$ cat src/rtl/bp_clint_timer_slice.sv
// Per-core CLINT slice: msip/mtimecmp/mtime registers behind a valid/ready request and
// valid/yumi response channel, with mtime clocked by a synchronized RTC tick.
module bp_clint_timer_slice #(
  parameter int rtc_sync_stages_p = 2,
  parameter int mtime_width_p     = 64
) (
  input  logic        clk_i,
  input  logic        reset_n_i,
  input  logic        rtc_i,
  input  logic        req_v_i,
  output logic        req_ready_and_o,
  input  logic        req_w_i,
  input  logic [15:0] req_addr_i,
  input  logic [63:0] req_data_i,
  output logic        resp_v_o,
  input  logic        resp_yumi_i,
  output logic [63:0] resp_data_o,
  output logic        software_irq_o,
  output logic        timer_irq_o
);

  localparam int W = mtime_width_p;

  typedef enum logic {ST_EMPTY, ST_FULL} state_e;

  state_e                       state_q, state_d;
  logic [rtc_sync_stages_p-1:0] sync_q;
  logic                         rtc_prev_q;
  logic                         tick;
  logic [W-1:0]                 mtime_q, mtime_d;
  logic [W-1:0]                 mtimecmp_q, mtimecmp_d;
  logic                         msip_q, msip_d;
  logic [63:0]                  resp_data_q, resp_data_d;
  logic [63:0]                  rdata;
  logic                         timer_irq_q, sw_irq_q;
  logic                         accept;
  logic                         hit_msip, hit_cmp, hit_mtime;

  assign tick = sync_q[rtc_sync_stages_p-1] & ~rtc_prev_q;

  assign hit_msip  = (req_addr_i == 16'h0000);
  assign hit_cmp   = (req_addr_i == 16'h4000);
  assign hit_mtime = (req_addr_i == 16'hBFF8);

  // Ready is forced low while reset is held even though the FSM already sits in EMPTY.
  assign req_ready_and_o = (state_q == ST_EMPTY) & reset_n_i;
  assign accept          = req_v_i & req_ready_and_o;
  assign resp_v_o        = (state_q == ST_FULL);
  assign resp_data_o     = resp_data_q;
  assign software_irq_o  = sw_irq_q;
  assign timer_irq_o     = timer_irq_q;

  always_comb begin
    state_d = state_q;
    case (state_q)
      ST_EMPTY: if (accept)      state_d = ST_FULL;
      ST_FULL:  if (resp_yumi_i) state_d = ST_EMPTY;
      default:                   state_d = ST_EMPTY;
    endcase
  end

  // Read mux zero-extends the narrower timer registers onto the 64b bus.
  always_comb begin
    rdata = '0;
    if (hit_msip)       rdata[0]     = msip_q;
    else if (hit_cmp)   rdata[W-1:0] = mtimecmp_q;
    else if (hit_mtime) rdata[W-1:0] = mtime_q;
  end

  always_comb begin
    resp_data_d = resp_data_q;
    if (accept) resp_data_d = req_w_i ? 64'h0 : rdata;
  end

  // A write to mtime outranks a coincident tick; the tick is dropped.
  always_comb begin
    msip_d     = msip_q;
    mtimecmp_d = mtimecmp_q;
    mtime_d    = tick ? mtime_q + 1'b1 : mtime_q;
    if (accept && req_w_i) begin
      if (hit_msip)  msip_d     = req_data_i[0];
      if (hit_cmp)   mtimecmp_d = req_data_i[W-1:0];
      if (hit_mtime) mtime_d    = req_data_i[W-1:0];
    end
  end

  always_ff @(posedge clk_i or negedge reset_n_i) begin
    if (!reset_n_i) begin
      state_q     <= ST_EMPTY;
      sync_q      <= '0;
      rtc_prev_q  <= 1'b0;
      mtime_q     <= '0;
      mtimecmp_q  <= '1;
      msip_q      <= 1'b0;
      resp_data_q <= '0;
      timer_irq_q <= 1'b0;
      sw_irq_q    <= 1'b0;
    end else begin
      state_q     <= state_d;
      sync_q      <= {sync_q[rtc_sync_stages_p-2:0], rtc_i};
      rtc_prev_q  <= sync_q[rtc_sync_stages_p-1];
      mtime_q     <= mtime_d;
      mtimecmp_q  <= mtimecmp_d;
      msip_q      <= msip_d;
      resp_data_q <= resp_data_d;
      timer_irq_q <= (mtime_q >= mtimecmp_q);
      sw_irq_q    <= msip_q;
    end
  end

endmodule
$ cat config.mk
export PLATFORM = sky130hd
export DESIGN_NAME = bp_clint_timer_slice
export DESIGN_NICKNAME = d
export VERILOG_FILES = /design/src/rtl/bp_clint_timer_slice.sv
export SDC_FILE = /design/constraint.sdc
export NUM_CORES = 1
export LEC_CHECK = 0
export CAP_MARGIN = 30
export CORE_UTILIZATION = 55
export DETAILED_ROUTE_END_ITERATION = 12
export PLACE_DENSITY = 0.77
export SYNTH_ARGS = -nofsm -noshare
export SYNTH_HDL_FRONTEND = slang
export SYNTH_SLANG_ARGS = --single-unit
$ cat constraint.sdc
create_clock -name clk_i -period 4 [get_ports clk_i]
set_input_delay 1.2 -clock clk_i [delete_from_list [all_inputs] [get_ports clk_i]]
set_output_delay 1.2 -clock clk_i [all_outputs]
set_load 0.01 [all_outputs]
==> results_dict.tcl <==
set metrics [dict create \
    cp-start-kind "input port" \
    netlist_instances 1148 \
    num-nets-final 1425 \
    cp-end-kind "output port" \
    drv_slew 0 \
    multi_input_area_um2 4930 \
    clk_latency_ns 0.44 \
    gp_congestion 0.840 \
    final_layout_size_suffix_gt1_frac 0.0940 \
    slew_headroom 0.411 \
    final_util 0.690 \
    post-route-min-period_ns 3.29 \
    powerDensity_nw_per_um2 348 \
    cts_resized 0 \
    drtIter0Drc 558 \
    ios 154 \
    htree_levels 4 \
    post-place-ws_ns 0.561 \
    syn_nets 1299 \
    fmax_ghz 0.304 \
    grt_pass1_wl_um 44500 \
    ys_top_cells_by_area "dfrtp_1 (32%), dfstp_2 (16%), o21ai_0 (9.5%)" \
    post-place-cells 1489 \
    synthAdderAreaFrac 0.0777 \
    worst_pin_slew_ns 0.884 \
    initial_core_util 0.560 \
    syn_area_per_cell_um2 9.12 \
    cellLeakagePower_nw 5.54 \
    dieHeight_um 140 \
    timing.final.crit_share 0.822 \
    clockBufferDepth 2 \
    ff_latch_area_um2 5060 \
    hold_buffers 0 \
    crit_chain "clkbuf_8 -> nor2b_1 -> clkdlybuf4s50_1" \
    cp_max_fo 3 \
    max-vdd-ir-drop_mv 0.323 \
    path_buf_inv 2 \
    drc_errors 0 \
    cts.clk_slew.worst_paths_ns 0.07 \
    outcome "finished, final reports clean" \
    hp-class "reg -> reg" \
    first_pass_iters 5 \
    stdcell_count 1521 \
    setup_viol 0 \
    cts_setup_buffers 0 \
    synthMuxAreaShare 0.00311 \
    synth_edf_count 0 \
    cts_made_buffers 17 \
    first_global_vias 8775 \
    grt.total_usage 0.285 \
    finClkSkew_ns 0.0103 \
    rows 50 \
    coreArea_um2 18700 \
    timing.final.ws_setup_ns 0.713 \
    n_fill_cell 1461 \
    cts_tree "yes" \
    grt_overflow 0 \
    yosysWarnings 0 \
    die_x_um 140 \
    arrival_ns 2.09 \
    vias_per_cell 5.86 \
    antenna_cells 0 \
    crit_slowest_cell "clkdlybuf4s50_1" \
    via_count 8917 \
    hold_viol 0 \
    yosys.cell_types.count 44 \
    yosys.area_share.simple 0.167 \
    grt_max_degree 156 \
    fin_setup_tns_ns 0 \
    cap_violations 0 \
    synth_ff_type "dfrtp_1" \
    dp_hpwl_um 18000 \
    syn_area_um2 10500 \
    port_buffers 153 \
    yosysTopAreaCell "dfrtp_1" \
    drt-total-wl_um 26700 \
    area_growth_pct 23.2 \
    seq_area_frac_synth 0.483 \
    cts_sinks 199 \
    die-area_um2 19600 \
    antenna_found_initial 1 \
    path_delay_family "buffers and inverters" \
    synth_top_area_frac 0.323 \
    rsz0062_at_grt "false" \
    synthArstFlopShare 1.00 \
    synth_top_family_by_area "compound AO/OA/AOI/OAI gates" \
    root_buffer "clkbuf_16" \
    synth_xor_area_frac 0.0460 \
    cp_slowest_stage_delay_ns 0.57 \
    ant_nets 0 \
    synth_seq_cells 199 \
    path_class "in -> out" \
    crit_required_ns 2.80 \
    wire_per_inst_um 17.5 \
    synth_compound_gate_area_share 0.175 \
]
final timing paths:
check | start | to | slack (ns) | cells past startpoint
hold reg to reg | sync_q[0] | sync_q[1] | 0.37 | 0
min in group asynchronous | reset_n_i | resp_data_o[58] | 0.87 | 2
hold / removal | sync_q[0] | sync_q[1] | 0.37 | 0
setup / recovery | reset_n_i | req_ready_and_o | 0.71 | 3
setup reg to reg | mtime_q[14] | mtime_q[62] | 0.95 | 6
max in group asynchronous | reset_n_i | mtime_q[39] | 1.86 | 3
layout by cell type (no fill, tap or decap), types with 3 or more instances in the layout:
cell               n
nand2_1          214
o21ai_0          199
clkdlybuf4s50_1  152
dfrtp_1          135
inv_1             73
ha_1              65
dfstp_2           64
a22oi_1           63
nand3_1           30
nand4_1           28
xnor2_1           28
xor2_1            27
a21oi_1           22
nor2_1            20
nor3_1            19
clkbuf_16         17
nor4_1            13
a21o_1            13
or3_1             12
buf_4             10
and3_1             9
and4_1             8
a31oi_1            8
buf_12             5
bufinv_16          4
nor2b_1            3
and2_1             3
a221o_1            3
clkbuf_1           3
clkbuf_8           3
power by group:
part | total (mW) | internal [mW] | switching [mW]
combinational | 0.414 | 0.196 | 0.218
clock | 1.86 | 1.09 | 0.768
sequential | 2.23 | 2.09 | 0.132
state kept, by name (all words and copies together), names as in the netlist:
signal and flops:
msip_q 1, mtime_q 64, mtimecmp_q 64, resp_data_o 64, resp_v_o 1, rtc_prev_q 1, software_irq_o 1, sync_q 2
timer_irq_o 1
cells by family after synthesis:
logic type,Yosys count
AO/OA/AOI/OAI,317
multiplexers,3
AND/OR/NAND/NOR,375
adder cells (fa/ha/maj),65
XOR/XNOR,55
flip-flops,199
buffers and inverters,134
area by class of cell:
class / count / share of cell area
sequential: 199 / 0.392
multi-input combinational: 815 / 0.382
tap: 234 / 0.0227
inverter: 73 / 0.0212
clock buffer: 22 / 0.0360
clock inverter: 10 / 0.0130
timing repair buffer: 168 / 0.133
per-layer routing:
layer	GRT usage	share of wire	up-vias
li1	-	-	4264
met1	0.389	0.45	4349
met2	0.468	0.48	270
met3	0.0547	0.057	32
met4	0.0769	0.015	2
met5	0	0.00049	-
synthesized netlist by cell type, drive strengths merged (3+ instances only):
cell,count
nor4,15
buf,10
and4,8
o21ai,199
a21o,13
clkbuf,51
ha,65
dfstp,64
nand4,28
a31oi,8
a22oi,63
xnor2,28
nand2,216
or3,12
a21oi,22
and3,10
nand3,30
a221o,3
dfrtp,135
nor3,19
and2,4
nor2b,5
xor2,27
inv,73
nor2,20
stage by stage:
stage	cell area [um2]	total power, mW	hold WS [ns]
after floorplan	10500	2.43	0.331
after global placement	12300	2.65	0.341
after detailed placement	12300	2.67	0.343
after CTS	12900	4.52	0.365
after global routing	12900	4.66	0.372
final	12900	4.49	0.366
(Power assumes the default switching activity.)
